`src/rtl/mfcc_frame_packer.sv`:
```
// Packs one MFCC coefficient vector into a framed byte packet:
// sync, sequence number, little-endian coefficients, XOR checksum.
module mfcc_frame_packer #(
   parameter int NUM_COEFFS = 12,
   parameter int COEF_WIDTH = 16,
   parameter logic [7:0] SYNC_BYTE = 8'hA5,
   parameter int CNT_WIDTH = 16
) (
   input  logic                             clk,
   input  logic                             rst_n,
   input  logic                             frame_valid_i,
   input  logic [NUM_COEFFS*COEF_WIDTH-1:0] coeffs_i,
   input  logic                             fifo_full_i,
   output logic                             fifo_wr_en_o,
   output logic [7:0]                       fifo_data_o,
   output logic                             busy_o,
   output logic                             pkt_done_o,
   output logic [7:0]                       seq_o,
   output logic [CNT_WIDTH-1:0]             frames_sent_o,
   output logic [CNT_WIDTH-1:0]             frames_dropped_o
);

   localparam int DW = NUM_COEFFS * COEF_WIDTH;
   localparam int PKT_LEN = 3 + DW / 8;
   localparam int IW = $clog2(PKT_LEN + 1);
   localparam int SW = IW + 3;
   localparam logic [IW-1:0] LAST = IW'(PKT_LEN - 1);

   typedef enum logic [1:0] {
      IDLE,
      SEND,
      DONE
   } state_t;

   state_t          state;
   logic [IW-1:0]   idx;
   logic [7:0]      chk;
   logic [7:0]      seq;
   logic [7:0]      seq_sh;
   logic [DW-1:0]   data_sh;
   logic [7:0]      cur_byte;
   logic [IW-1:0]   di;
   logic [SW-1:0]   bit_base;
   logic            accept;
   logic            wr;

   assign accept = (state == IDLE) && frame_valid_i;
   assign wr = (state == SEND) && !fifo_full_i;
   assign di = idx - IW'(2);
   assign bit_base = {di, 3'b000};

   always_comb begin
      cur_byte = '0;
      unique case (1'b1)
         idx == '0:   cur_byte = SYNC_BYTE;
         idx == IW'(1): cur_byte = seq_sh;
         idx == LAST: cur_byte = chk;
         default:     cur_byte = data_sh[bit_base +: 8];
      endcase
   end

   assign fifo_wr_en_o = wr;
   assign fifo_data_o = (state == SEND) ? cur_byte : 8'h00;
   assign busy_o = (state != IDLE);
   assign pkt_done_o = (state == DONE);
   assign seq_o = seq;

   // Shadow copy only matters once a frame is accepted, so no reset.
   always_ff @(posedge clk) begin
      if (accept) begin
         data_sh <= coeffs_i;
         seq_sh <= seq;
      end
   end

   always_ff @(posedge clk or negedge rst_n) begin
      if (!rst_n) begin
         state <= IDLE;
         idx <= '0;
         chk <= '0;
         seq <= '0;
         frames_sent_o <= '0;
         frames_dropped_o <= '0;
      end else begin
         if (frame_valid_i && state != IDLE &&
             frames_dropped_o != '1)
            frames_dropped_o <= frames_dropped_o + 1'b1;
         unique case (state)
            IDLE: begin
               if (frame_valid_i) begin
                  idx <= '0;
                  chk <= '0;
                  state <= SEND;
               end
            end
            SEND: begin
               if (wr) begin
                  if (idx != '0 && idx != LAST)
                     chk <= chk ^ cur_byte;
                  idx <= idx + 1'b1;
                  if (idx == LAST)
                     state <= DONE;
               end
            end
            DONE: begin
               seq <= seq + 8'd1;
               if (frames_sent_o != '1)
                  frames_sent_o <= frames_sent_o + 1'b1;
               state <= IDLE;
            end
            default: state <= IDLE;
         endcase
      end
   end

endmodule
```
`config.mk`:
```
export PLATFORM = sky130hd
export DESIGN_NAME = mfcc_frame_packer
export DESIGN_NICKNAME = d
export VERILOG_FILES = /design/src/rtl/mfcc_frame_packer.sv
export SDC_FILE = /design/constraint.sdc
export NUM_CORES = 1
export LEC_CHECK = 0
export ABC_AREA = 1
export CORE_MARGIN = 1
export CORE_UTILIZATION = 51
export CTS_CLUSTER_DIAMETER = 30
export DETAILED_ROUTE_END_ITERATION = 8
export PLACE_DENSITY = 0.79
export SLEW_MARGIN = 5
export SYNTH_ARGS = -nofsm -noshare
export SYNTH_HDL_FRONTEND = slang
export SYNTH_SLANG_ARGS = --single-unit
```
`constraint.sdc`:
```
create_clock -name clk -period 13.4 [get_ports clk]
set_input_delay 2.68 -clock clk [delete_from_list [all_inputs] [get_ports clk]]
set_output_delay 2.68 -clock clk [all_outputs]
set_load 0.01 [all_outputs]
```
==> impl_table.tex <==
\begin{tabular}{lr}
\hline
Metric & Value \\
\hline
\multicolumn{2}{l}{\textbf{Cells and area}} \\
Final Core Density & 72.89\% \\
Area Overhead vs Synth & 39.73\% \\
Fraction of final layout cells sized beyond drive strength 1 & 9.084\% \\
Final net count & 1464 \\
Area occupied by multi-input gates & 3068 um\^{}2 \\
FF+latch area & 7387 um\^{}2 \\
Area of all placed cells without fillers & 15320 um\^{}2 \\
Layout filler cell count & 1393 \\
\multicolumn{2}{l}{\textbf{Timing}} \\
Post-layout minimum cycle time & 7.381 ns \\
Count of final hold-check violations & 0 \\
Transition time at the pin with the least slew margin & 1.103 ns \\
Period utilization & 55.08\% \\
Number of max-slew violations in the final report & 0 \\
RSZ-0062 raised after global routing & false \\
\# setup viols final & 0 \\
Fin Setup TNS & 0 ns \\
Max Clk Rate & 135.5 MHz \\
Final setup skew & 0.02829 ns \\
Slew HR & 26.46\% \\
\multicolumn{2}{l}{\textbf{Clocking}} \\
Number of buffers inserted during clock tree synthesis & 49 \\
CTS Root Buffer Type & sky130\_fd\_sc\_hd\_\_clkbuf\_16 \\
Number of buffers inserted by hold repair at cts & 0 \\
Clock transition at the register clock pins on the worst setup and hold paths after CTS & 0.05 ns \\
Number of H-tree levels & 2 \\
TritonCTS clock tree & yes \\
Number of clock sinks & 255 \\
Clk Latency, worst-skew pair & 0.55 ns \\
Post-CTS setup-driven buffer insertion count & 0 \\
Quantity of gates resized following cts & 0 \\
Number of buffers between clock root and the deepest sink & 3 \\
\multicolumn{2}{l}{\textbf{Global route}} \\
Global-route wire length before repair & 43.68 mm \\
Antenna violations before repair & 1 \\
Maximum number of pins on one net before global-route repair & 100 \\
Aggregate global-route resource usage & 26.09\% \\
GRT Residual Overflow & 0 \\
Vias in the first global route & 8438 \\
\multicolumn{2}{l}{\textbf{Drt}} \\
Total Routed Length & 28.27 mm \\
Wire per inst & 17.95 um \\
Via density per instance & 5.337 \\
Total iterations of the first detailed-routing run & 5 \\
Number of DRC violations after detailed-routing iteration 0 & 763 \\
Antenna-violating nets left & 0 \\
DRC errors left & 0 \\
Vias post-DR & 8406 \\
\multicolumn{2}{l}{\textbf{Die}} \\
Row Count & 53 \\
Area of the core & 21020 um\^{}2 \\
Top-level I/O count & 247 \\
Starting Density & 52.16\% \\
Die H & 148.6 um \\
Die area & 22090 um\^{}2 \\
Die extent in x & 148.6 um \\
\multicolumn{2}{l}{\textbf{Setup path}} \\
Crit path max-delay cell type & sky130\_fd\_sc\_hd\_\_ha\_1 \\
Top fanout value on the critical path & 70 \\
Startpoint kind of the worst setup timing path & flop \\
Kind of critical path & flop to output port \\
Sort of element at the end of the critical path & output port \\
Arrival time of data at the critical path endpoint & 4.70 ns \\
Most Frequent Cell on Critical Path & sky130\_fd\_sc\_hd\_\_nand2\_1 \\
Data required time at the worst endpoint & 10.72 ns \\
Delay contributed by the slowest stage of the critical path & 0.99 ns \\
Critical Path, Cell by Cell & buf\_4, inv\_1, ha\_1, inv\_1, nand3\_1, nand2\_1, nand2\_1, nand3\_1, nand2\_1, nand2\_1, a21oi\_1, clkdlybuf4s50\_1 \\
\multicolumn{2}{l}{\textbf{Power}} \\
Worst ir drop on vdd & 0.0001584 V \\
Post-layout power & 3.414 mW \\
Leakage power of the design & 6.070 nW \\
Power Dens Cells & 222.8 nW/um\^{}2 \\
\multicolumn{2}{l}{\textbf{Yosys}} \\
Yosys warning count & 0 \\
EDFF count, synth & 200 \\
Proportion of synthesized chip area in sequential cells & 67.32\% \\
Nets in the synthesized netlist & 1199 \\
Post-synthesis average cell area & 11.03 um\^{}2 \\
Mapped Area & 10970 um\^{}2 \\
Flops \& latches, synth & 255 \\
Syn Inst Count & 994 \\
Fraction of registers with async set or reset after synthesis & 21.57\% \\
Most frequently used flop master after synthesis & sky130\_fd\_sc\_hd\_\_edfxtp\_1 \\
Count of different cell masters after synthesis & 40 \\
\multicolumn{2}{l}{\textbf{Place}} \\
Number of buffer cells added on primary ports & 246 \\
Placer congestion estimate & 0.8469 \\
Half-perimeter wire length after placement & 18.89 mm \\
Area after detailed placement & 13650 um\^{}2 \\
\multicolumn{2}{l}{\textbf{Status}} \\
Outcome & complete, no violations \\
\multicolumn{2}{l}{\textbf{Job}} \\
Max-cap violations & 0 \\
\multicolumn{2}{l}{\textbf{Worst hold path}} \\
Min-delay worst type & flop to flop \\
\hline
\end{tabular}
-- power breakdown --
| group | internal, mW | total, mW | switching, mW |
|---|---|---|---|
| Combinational | 0.428 | 1.12 | 0.696 |
| Sequential | 0.988 | 1.10 | 0.107 |
| Clock | 0.777 | 1.20 | 0.419 |
-- stage by stage --
| stage | setup slack [ns] | cells | hold WS [ns] |
|---|---|---|---|
| 2_1_floorplan | 0.003608 | 994 | 0.5010 |
| 3_3_place_gp | 6.740 | 1483 | 0.4748 |
| 3_5_place_dp | 6.649 | 1483 | 0.4866 |
| 4_1_cts | 6.065 | 1574 | 0.4965 |
| 5_1_grt | 5.705 | 1575 | 0.5083 |
| 6_report | 6.019 | 1575 | 0.4916 |
-- sequential cells by signal, indices dropped and copies added (netlist names) --
name and cells:
chk 8, data_sh 192, frames_dropped_o 16, frames_sent_o 16, idx 5, seq_o 8, seq_sh 8, state 2
-- metal layers --
metal  global-route usage, %  part of all wire, %  vias to the layer above
li1                        -                    -                     3929
met1                   32.21                   38                     3974
met2                   43.83                   49                      417
met3                   4.939                  8.5                       86
met4                   13.35                  4.6                        0
met5                       0                    0                        -
-- critical path: cells and delay by family, from the launching register on --
kind | cells | cell delay (ns)
DFF | 1 | 0.33
AOI/OAI and AO/OA | 1 | 0.14
adders and majority gates | 1 | 0.99
and+or+nand+nor | 6 | 0.69
buffers and inverters | 4 | 1.93
-- logic make-up (layout without fill, tap and decap cells) --
kind of cell / Yosys count / after routing / synth area share, %
simple gates: 475 / 475 / 18.84
flops: 255 / 255 / 67.32
buf+inv: 131 / 436 / 4.770
compound gates: 85 / 85 / 4.644
xor+xnor: 37 / 37 / 3.195
fa+ha+maj: 9 / 9 / 1.027
mux: 2 / 2 / 0.2054
other cells: 0 / 1 / 0
-- cell type report --
class                      instances  area share, %
clock buffer                      58          8.427
inverter                          93          2.303
clock inverter                    33          2.442
tap                              275          2.246
multi-input combinational        608          20.02
timing repair buffer             252          16.33
sequential                       255          48.21
antenna                            1        0.01633
-- cells in the mapped netlist, drive strengths merged (2+ instances only) --
cell type  count  share of area [%]
a21oi         10               0.49
nand4          7               0.46
xnor2         14                1.2
nor3          14               0.68
clkbuf        16               0.55
nand2        210                7.3
buf           22                1.0
ha             9                1.0
mux2           2               0.21
nand3        135                6.3
a22o           4               0.32
o211ai        16                1.1
nor2         107                4.0
dfrtp         55                 13
o21ai         52                2.4
edfxtp       200                 55
inv           93                3.2
xor2          23                2.0
-- path summary, 6_finish.rpt --
path / start / to / slack [ns] / cells after the start
hold / removal: frames_sent_o[4] / frames_sent_o[4] / 0.49 / 1
hold reg to reg: frames_sent_o[4] / frames_sent_o[4] / 0.49 / 1
min in group asynchronous: rst_n / frames_dropped_o[5] / 2.29 / 2
max in group asynchronous: rst_n / idx[0] / 10.56 / 2
setup reg to reg: idx[1] / chk[4] / 9.55 / 14
setup / recovery: idx[1] / fifo_data_o[4] / 6.02 / 12
-- layout by cell type (no fill, tap or decap), types with 2 or more instances in the layout --
cell and instances:
sky130_fd_sc_hd__clkbuf_16 50, sky130_fd_sc_hd__clkdlybuf4s50_1 245, sky130_fd_sc_hd__inv_2 4, sky130_fd_sc_hd__nor3_1 13, sky130_fd_sc_hd__inv_6 2, sky130_fd_sc_hd__inv_4 2, sky130_fd_sc_hd__xor2_1 22, sky130_fd_sc_hd__o21ai_0 49
sky130_fd_sc_hd__dfrtp_1 53, sky130_fd_sc_hd__nand2_2 2, sky130_fd_sc_hd__o21ai_1 2, sky130_fd_sc_hd__o211ai_1 16, sky130_fd_sc_hd__nand3_2 2, sky130_fd_sc_hd__clkinv_4 9, sky130_fd_sc_hd__bufinv_16 4, sky130_fd_sc_hd__clkinv_1 2
sky130_fd_sc_hd__nand4_1 6, sky130_fd_sc_hd__ha_1 9, sky130_fd_sc_hd__a22o_1 4, sky130_fd_sc_hd__clkbuf_1 7, sky130_fd_sc_hd__nand2_1 207, sky130_fd_sc_hd__xnor2_1 13, sky130_fd_sc_hd__a21oi_1 9, sky130_fd_sc_hd__nor2_4 3
sky130_fd_sc_hd__nor2_2 3, sky130_fd_sc_hd__edfxtp_1 200, sky130_fd_sc_hd__clkinv_2 6, sky130_fd_sc_hd__nand3_1 133, sky130_fd_sc_hd__mux2_2 2, sky130_fd_sc_hd__buf_4 6, sky130_fd_sc_hd__inv_1 87, sky130_fd_sc_hd__clkinvlp_4 7
sky130_fd_sc_hd__nor2_1 100
Power figures use the tool's default switching activity.
